### src/rtl/elevator_pkg.sv
// Shared floor encodings, dispatcher state type and call-code helpers for the
// three-floor elevator (car controller and call dispatcher).
package elevator_pkg;

   localparam logic [1:0] FLOOR1 = 2'b00;
   localparam logic [1:0] FLOOR2 = 2'b01;
   localparam logic [1:0] FLOOR3 = 2'b10;

   typedef enum logic [1:0] {
      DOOR_OPEN,
      CLOSED,
      MOVING
   } state_e;

   typedef struct packed {
      logic       flip;
      logic [1:0] floor;
   } pick_t;

   function automatic logic [2:0] floor_mask(input logic [1:0] floor);
      return 3'b001 << floor;
   endfunction

   // No-movement code; an invalid floor is treated as floor 1.
   function automatic logic [1:0] hold_code(input logic [1:0] cur);
      return (cur == FLOOR2) ? 2'b01 : 2'b11;
   endfunction

   // {B1,B0} that sends the car from cur to tgt.
   function automatic logic [1:0] call_code(input logic [1:0] cur, input logic [1:0] tgt);
      logic [1:0] code;
      case (tgt)
         FLOOR1:  code = 2'b00;
         FLOOR2:  code = 2'b10;
         FLOOR3:  code = (cur == FLOOR2) ? 2'b11 : 2'b01;
         default: code = hold_code(cur);
      endcase
      return code;
   endfunction

endpackage

### src/rtl/elevator_call_dispatcher_if.sv
// Button/panel and car-controller signals of the call dispatcher.
interface elevator_call_dispatcher_if;
   logic [2:0] call_req;
   logic [1:0] EA;
   logic       P;
   logic       B0;
   logic       B1;
   logic [2:0] pending;
   logic       busy;
   logic       fault;

   modport master (
      input  call_req, EA,
      output P, B0, B1, pending, busy, fault
   );

   modport slave (
      output call_req, EA,
      input  P, B0, B1, pending, busy, fault
   );
endinterface

### src/rtl/door_dwell_timer.sv
// Loadable down-counter: reloads to LoadVal (also its reset value), decrements
// while enabled and flags expiry when the count reaches 1.
module door_dwell_timer #(
   parameter int unsigned Width   = 8,
   parameter int unsigned LoadVal = 8
) (
   input  logic clk,
   input  logic reset,
   input  logic load_i,
   input  logic dec_i,
   output logic expire_o
);
   logic [Width-1:0] count_d, count_q;

   always_comb begin
      count_d = count_q;
      if (load_i) begin
         count_d = Width'(LoadVal);
      end else if (dec_i && (count_q != '0)) begin
         count_d = count_q - Width'(1);
      end
   end

   always_ff @(posedge clk or posedge reset) begin
      if (reset) begin
         count_q <= Width'(LoadVal);
      end else begin
         count_q <= count_d;
      end
   end

   assign expire_o = (count_q == Width'(1));
endmodule

### src/rtl/elevator_call_dispatcher.sv
// Latches floor calls, picks the next target and drives P/B1/B0 to the car FSM.
// Optional MOVING watchdog: define CALL_DISPATCH_WATCHDOG_EN.
module elevator_call_dispatcher
   import elevator_pkg::*;
#(
   parameter int unsigned DOOR_CYCLES  = 8,
   parameter int unsigned MOVE_TIMEOUT = 16
) (
   input  logic                       clk,
   input  logic                       reset,
   elevator_call_dispatcher_if.master bus
);
   // One width for both counters so the timer module is shared unchanged.
   localparam int unsigned CntW =
      ($clog2(MOVE_TIMEOUT + 1) > 8) ? $clog2(MOVE_TIMEOUT + 1) : 8;

   state_e     state_d, state_q;
   logic       dir_up_d, dir_up_q;
   logic [1:0] target_d, target_q;
   logic [1:0] code_d, code_q;
   logic [2:0] pending_d, pending_q;
   logic       p_d, p_q;
   logic       busy_d, busy_q;

   logic [1:0] cur_floor;
   logic [2:0] cur_mask;
   logic [2:0] latch_mask;
   logic [2:0] clr_mask;
   logic       dwell_load;
   logic       dwell_expire;
   pick_t      sel;

   function automatic pick_t pick_target(input logic [1:0] cur, input logic [2:0] pend,
                                         input logic up);
      pick_t      r;
      logic [1:0] above, below;
      logic       has_above, has_below;
      above     = cur;
      below     = cur;
      has_above = 1'b0;
      has_below = 1'b0;
      for (int f = 2; f >= 0; f--) begin
         if ((f > int'(cur)) && pend[2'(f)]) begin
            above     = 2'(f);
            has_above = 1'b1;
         end
      end
      for (int f = 0; f < 3; f++) begin
         if ((f < int'(cur)) && pend[2'(f)]) begin
            below     = 2'(f);
            has_below = 1'b1;
         end
      end
      r.flip  = up ? !has_above : !has_below;
      r.floor = up ? (has_above ? above : below) : (has_below ? below : above);
      return r;
   endfunction

`ifdef CALL_DISPATCH_WATCHDOG_EN
   logic fault_d, fault_q;
   logic wd_load;
   logic wd_expire;

   door_dwell_timer #(
      .Width   (CntW),
      .LoadVal (MOVE_TIMEOUT)
   ) u_move_watchdog (
      .clk      (clk),
      .reset    (reset),
      .load_i   (wd_load),
      .dec_i    (state_q == MOVING),
      .expire_o (wd_expire)
   );
`endif

   door_dwell_timer #(
      .Width   (CntW),
      .LoadVal (DOOR_CYCLES)
   ) u_door_dwell (
      .clk      (clk),
      .reset    (reset),
      .load_i   (dwell_load),
      .dec_i    (state_q == DOOR_OPEN),
      .expire_o (dwell_expire)
   );

   always_comb begin
      cur_floor  = (bus.EA == 2'b11) ? FLOOR1 : bus.EA;
      cur_mask   = floor_mask(cur_floor);
      sel        = pick_target(cur_floor, pending_q, dir_up_q);
      state_d    = state_q;
      dir_up_d   = dir_up_q;
      target_d   = target_q;
      code_d     = hold_code(cur_floor);
      latch_mask = bus.call_req;
      clr_mask   = 3'b000;
      dwell_load = 1'b0;
`ifdef CALL_DISPATCH_WATCHDOG_EN
      fault_d    = fault_q;
      wd_load    = 1'b0;
`endif

      unique case (state_q)
         DOOR_OPEN: begin
            // A call for the floor the car is open at just keeps the door open.
            if ((bus.call_req & cur_mask) != 3'b000) begin
               latch_mask = bus.call_req & ~cur_mask;
               dwell_load = 1'b1;
            end else if (dwell_expire) begin
               state_d = CLOSED;
            end
         end
         CLOSED: begin
            if ((pending_q & cur_mask) != 3'b000) begin
               clr_mask   = cur_mask;
               state_d    = DOOR_OPEN;
               dwell_load = 1'b1;
            end else if (pending_q != 3'b000) begin
               target_d = sel.floor;
               dir_up_d = sel.flip ? !dir_up_q : dir_up_q;
               code_d   = call_code(cur_floor, sel.floor);
               state_d  = MOVING;
`ifdef CALL_DISPATCH_WATCHDOG_EN
               wd_load  = 1'b1;
`endif
            end
         end
         MOVING: begin
            code_d = code_q;
            if ((bus.EA != 2'b11) && (bus.EA == target_q)) begin
               clr_mask   = floor_mask(target_q);
               code_d     = hold_code(cur_floor);
               state_d    = DOOR_OPEN;
               dwell_load = 1'b1;
`ifdef CALL_DISPATCH_WATCHDOG_EN
            end else if (wd_expire) begin
               fault_d    = 1'b1;
               clr_mask   = floor_mask(target_q);
               code_d     = hold_code(cur_floor);
               state_d    = DOOR_OPEN;
               dwell_load = 1'b1;
`endif
            end
         end
         default: begin
            state_d    = DOOR_OPEN;
            dwell_load = 1'b1;
         end
      endcase

      // Clear-on-serve beats a simultaneous request for the same floor.
      pending_d = (pending_q | latch_mask) & ~clr_mask;
      p_d       = (state_d != DOOR_OPEN);
      busy_d    = (state_d == MOVING);
   end

   always_ff @(posedge clk or posedge reset) begin
      if (reset) begin
         state_q   <= DOOR_OPEN;
         dir_up_q  <= 1'b1;
         target_q  <= FLOOR1;
         code_q    <= 2'b11;
         pending_q <= 3'b000;
         p_q       <= 1'b0;
         busy_q    <= 1'b0;
      end else begin
         state_q   <= state_d;
         dir_up_q  <= dir_up_d;
         target_q  <= target_d;
         code_q    <= code_d;
         pending_q <= pending_d;
         p_q       <= p_d;
         busy_q    <= busy_d;
      end
   end

`ifdef CALL_DISPATCH_WATCHDOG_EN
   always_ff @(posedge clk or posedge reset) begin
      if (reset) begin
         fault_q <= 1'b0;
      end else begin
         fault_q <= fault_d;
      end
   end
   assign bus.fault = fault_q;
`else
   assign bus.fault = 1'b0;
`endif

   assign bus.P       = p_q;
   assign bus.B1      = code_q[1];
   assign bus.B0      = code_q[0];
   assign bus.pending = pending_q;
   assign bus.busy    = busy_q;
endmodule

### src/flat_wrapper.sv
// flat-port wrapper written by rule: the top's interface ports become plain ports
module elevator_call_dispatcher_flat import elevator_pkg::*;
#(
   parameter int unsigned DOOR_CYCLES  = 8,
   parameter int unsigned MOVE_TIMEOUT = 16
)
  (clk, reset, bus_call_req, bus_EA, bus_P, bus_B0, bus_B1, bus_pending, bus_busy, bus_fault);
  elevator_call_dispatcher_if bus_i ();
  input  logic clk;
  input  logic reset;
  input wire logic [$bits(bus_i.call_req)-1:0] bus_call_req;
  input wire logic [$bits(bus_i.EA)-1:0] bus_EA;
  output wire logic [$bits(bus_i.P)-1:0] bus_P;
  output wire logic [$bits(bus_i.B0)-1:0] bus_B0;
  output wire logic [$bits(bus_i.B1)-1:0] bus_B1;
  output wire logic [$bits(bus_i.pending)-1:0] bus_pending;
  output wire logic [$bits(bus_i.busy)-1:0] bus_busy;
  output wire logic [$bits(bus_i.fault)-1:0] bus_fault;
  assign bus_i.call_req = bus_call_req;
  assign bus_i.EA = bus_EA;
  assign bus_P = bus_i.P;
  assign bus_B0 = bus_i.B0;
  assign bus_B1 = bus_i.B1;
  assign bus_pending = bus_i.pending;
  assign bus_busy = bus_i.busy;
  assign bus_fault = bus_i.fault;
  elevator_call_dispatcher #(.DOOR_CYCLES(DOOR_CYCLES), .MOVE_TIMEOUT(MOVE_TIMEOUT)) u_core (.clk(clk), .reset(reset), .bus(bus_i));
endmodule
### config.mk
export PLATFORM = sky130hd
export DESIGN_NAME = elevator_call_dispatcher_flat
export DESIGN_NICKNAME = d
export VERILOG_FILES = /design/src/rtl/elevator_pkg.sv /design/src/rtl/elevator_call_dispatcher_if.sv /design/src/rtl/door_dwell_timer.sv /design/src/rtl/elevator_call_dispatcher.sv /design/src/flat_wrapper.sv
export SDC_FILE = /design/constraint.sdc
export NUM_CORES = 1
export LEC_CHECK = 0
export BUFFER_PORTS_ARGS = -buffer_cell sky130_fd_sc_hd__buf_2
export CAP_MARGIN = 20
export CORE_MARGIN = 10
export CORE_UTILIZATION = 57
export DETAILED_ROUTE_END_ITERATION = 7
export GPL_TIMING_DRIVEN = 0
export PLACE_DENSITY_LB_ADDON = 0.3
export SETUP_SLACK_MARGIN = 0.05
export SLEW_MARGIN = 5
export SYNTH_ARGS = -nofsm -noshare
export SYNTH_HDL_FRONTEND = slang
export SYNTH_SLANG_ARGS = --single-unit
### constraint.sdc
create_clock -name clk -period 2.28 [get_ports clk]
set_clock_uncertainty 0.05 [all_clocks]
set_input_delay 0 -clock clk [delete_from_list [all_inputs] [get_ports clk]]
set_output_delay 0 -clock clk [all_outputs]
set_load 0.02 [all_outputs]
==> impl_summary.md <==
Outcome
The run finished with clean final reports.

Synth
Counting flops with a built-in enable in the synthesized netlist gives 0. The number of warnings reported in the yosys synthesis log is 0. The net count after synthesis is 153. The mean area per synthesized cell is 9.41 µm².

In the post-synthesis netlist, the biggest area contributors are sky130_fd_sc_hd__dfrtp_1, sky130_fd_sc_hd__ha_1, sky130_fd_sc_hd__dfstp_2. Of the synthesized area, sequential elements account for 39.5%. The synthesized design devotes to its leading area cell type 31.3% of total area. The flop and latch count out of synthesis is 20.

Synthesis handed over a netlist of 136 instances. The commonest register cell after synthesis is sky130_fd_sc_hd__dfrtp_1. The total standard cell area after synthesis is 1280 µm². The synthesized design spends more area on one cell type than any other, namely sky130_fd_sc_hd__dfrtp_1. The count of different cell masters after synthesis is 40. Counting flops with an async set or reset pin after synthesis yields a share of 100%.

Final layout
The antenna diode count is 0. The top cell types in the final layout, fill and taps aside, are sky130_fd_sc_hd__nor2_1, sky130_fd_sc_hd__dfrtp_1, sky130_fd_sc_hd__buf_2, sky130_fd_sc_hd__inv_1, sky130_fd_sc_hd__ha_1. The signed area change from the synthesized netlist to the final layout is 16.5%. Cells fill 68.7% of the core in the end. The library cell used most frequently in the layout, excluding fill and tap cells, is sky130_fd_sc_hd__nor2_1.

In the final layout, the multi-input gates occupy 706 µm². The filler cells instantiated in the layout total 176. In the final design database the tool counted 177 nets. The fraction of final layout cells sized beyond drive strength 1 is 20.8%. The storage element area is 507 µm².

The final design instance area without fill is 1490 µm².

Detailed routing
In this run, the number of DRC markers left after iteration 0 of detailed routing was 104. The ratio of routed vias to standard cells is 5.76. Detailed routing inserted a total of 1077 vias. After detailed routing, the average wire length per cell comes to 14.3 µm. Summed over all layers, the routed wires come to 2670 µm.

The first detailed-routing pass ran for 4 iterations. The final antenna-violating net count is 0. After detailed routing, the number of remaining DRC violations is 0.

Global routing
The global-route wire length before repair is 4430 µm. The via count of the first global-routing pass was 1023. The initial antenna violation count was 0. The maximum number of pins on one net before global-route repair is 21. Global routing finished with a remaining overflow of 0. Global routing used 12.5% of the available tracks across all layers.

Setup path
In this run the register-to-register setup slack is 0.19 ns. The critical path is of the flip-flop to flip-flop type. The category of the worst setup path launch point is a flip-flop. The reg-to-reg endpoint is u_core.u_door_dwell.count_q[6]$_DFFE_PP0P_. STA classifies the critical path endpoint as a flip-flop. For the worst flop-to-flop path, the logic depth is 8. The reg-to-reg critical path startpoint is u_core.state_q[1]$_DFF_PP0_. Data on the critical path is required at its endpoint by 2.47 ns.

The data arrival time at the worst-slack endpoint is 2.28 ns. Along the worst path, the maximum fanout reaches 9.

Placed design
The instance area at placement is 1380 µm². The number of buffers inserted by port buffering is 13. The congestion estimate from routability-driven global placement came to 0.844. The wire-length estimate of the detail-placed layout is 1980 µm.

STA
The hold violation count in the final report was 0. In this run the tightest slew margin relative to its limit is 49.8%. Setup violations remaining at the end of the flow were counted as 0. The share of the clock period used by the worst path after layout is 91.4%. The maximum clock frequency is 480 MHz.

The number of pins exceeding their max-slew limit in the final report is 0. The transition at the pin with the smallest max-transition slack is 0.753 ns. Summed over all failing endpoints, the final setup total negative slack is 0 ns.

The final critical-path required period is 2.09 ns. Setup repair after global routing left no endpoint under its margin.

Pwr
The total leakage power is 0.674 nW. The maximum ir drop on the vdd rail is 0.973 mV. The sum of internal, switching and leakage power is 0.00195 W. In this run the power density over the cells is 1310 nW/µm².

Hold path
Counting instances, the worst hold path has a depth of 3. The path with the worst hold slack has its endpoint at u_core.bus.pending[0]$_DFF_PP0_. In this run the most critical hold path is launched from bus_EA[1]. In this run the worst hold path is classified as input port to flip-flop.

CTS
The clock insertion delay at the later pin of the skew report is 0.31 ns. The clock input transition at the sequential cells of the worst setup and hold paths is 0.12 ns. The H-tree depth is 1. TritonCTS built the clock tree.

The longest clock path from root to sink contains 2 buffers. Clock tree synthesis found a total of 20 sinks. In this run the clock root is driven by a sky130_fd_sc_hd__clkbuf_4. The number of buffers created by CTS is 3.

Floorplanning
The die covers 4540 µm². The vertical die dimension is 67.4 µm. In this run the core area contains 17 standard-cell rows. The initial standard-cell utilization of the core is 59.0%. After floorplanning, the core was sized to cover 2170 µm². The number of primary I/O pins is 15. Measured along the x axis, the die boundary spans 67.4 µm.

Run
Across the run, the number of max-cap violations was 0.
[routing by layer]
| layer | vias to the layer above | wire length, µm | GRT usage (%) | part of all wire (%) |
|---|---|---|---|---|
| met5 | - | 0 | 0 | 0 |
| met2 | 40 | 1270 | 20.9 | 48 |
| met1 | 506 | 1150 | 14.2 | 43 |
| met3 | 7 | 179 | 3.64 | 6.7 |
| met4 | 0 | 73 | 6.67 | 2.7 |
| li1 | 524 | - | - | - |
[power breakdown]
part	switching [W]	internal, W
Clock	0.000115	0.000178
Combinational	0.000563	0.000465
Sequential	0.000128	0.000499
Total	0.000806	0.00114
[worst max path at each step]
| stage | to | from | slack (ns) | cells past startpoint |
|---|---|---|---|---|
| final | u_core.u_door_dwell.count_q[6]$_DFFE_PP0P_ | u_core.state_q[1]$_DFF_PP0_ | 0.19 | 8 |
| after global routing | u_core.u_door_dwell.count_q[6]$_DFFE_PP0P_ | u_core.state_q[1]$_DFF_PP0_ | 0.06 | 8 |
| after CTS | u_core.u_door_dwell.count_q[6]$_DFFE_PP0P_ | u_core.state_q[1]$_DFF_PP0_ | 0.11 | 8 |
| after detailed placement | u_core.u_door_dwell.count_q[6]$_DFFE_PP0P_ | u_core.state_q[1]$_DFF_PP0_ | 0.13 | 8 |
| after global placement | u_core.u_door_dwell.count_q[6]$_DFFE_PP0P_ | u_core.state_q[1]$_DFF_PP0_ | 0.17 | 8 |
| after floorplan | u_core.u_door_dwell.count_q[6]$_DFFE_PP0P_ | u_core.state_q[1]$_DFF_PP0_ | 0.34 | 8 |
[worst max-delay path: stages, from the launching register on]
cell                       delay, ns
sky130_fd_sc_hd__dfrtp_2        0.46
sky130_fd_sc_hd__inv_1          0.10
sky130_fd_sc_hd__ha_1           0.14
sky130_fd_sc_hd__clkbuf_4       0.18
sky130_fd_sc_hd__inv_1          0.10
sky130_fd_sc_hd__a31oi_4        0.23
sky130_fd_sc_hd__nand3_1        0.16
sky130_fd_sc_hd__or4_1          0.43
sky130_fd_sc_hd__a21oi_1        0.16
[area by class of cell]
type	instances	share of cell area (%)
multi-input cells	102	47.3
flip-flops and latches	20	34.0
repair buffers	19	8.05
inverters	10	2.52
well taps	28	2.35
plain buffers	4	2.27
clock inverters	1	2.01
clock buffers	3	1.51
[registers in the layout (all words and copies together) (netlist names)]
signal,count
u_core.code_q,2
u_core.bus.busy,1
u_core.bus.pending,3
u_core.dir_up_q,1
u_core.u_door_dwell.count_q,8
u_core.state_q,2
u_core.bus.P,1
u_core.target_q,2
[synth_stat cells (all sizes together), types with 4 or more instances]
cell / n
inv: 10
dfrtp: 16
nor3: 5
nand2: 9
or3: 4
a211oi: 5
buf: 4
xor2: 5
nor2: 17
o21ai: 8
dfstp: 4
ha: 10
a21oi: 8
[cell families after synthesis]
group                    Yosys count  share of synthesized area [%]
XOR/XNOR                           6                           4.11
AO/OA/AOI/OAI                     32                           18.4
AND/OR/NAND/NOR                   52                           21.7
adder cells (fa/ha/maj)           10                           9.78
other                              1                          0.293
flip-flops                        20                           39.5
multiplexers                       1                          0.880
buffers and inverters             14                           5.38
[timing repair]
| item | CTS | global route |
|---|---|---|
| gates resized for setup | 0 | 2 |
| setup buffers | 0 | 2 |
| endpoints found under the hold margin | 19 | 0 |
| hold buffers | 4 | 0 |
| setup endpoints to repair | 0 | 2 |
[metrics by stage]
stage,setup slack [ns],instances,hold WS (ns)
2_1_floorplan,0.341,136,-0.0891
3_3_place_gp,0.174,177,0.114
3_5_place_dp,0.132,177,0.120
4_1_cts,0.107,185,0.141
5_1_grt,0.0604,187,0.178
6_report,0.195,187,0.153
Note: power is estimated with default switching activity, not from simulation.
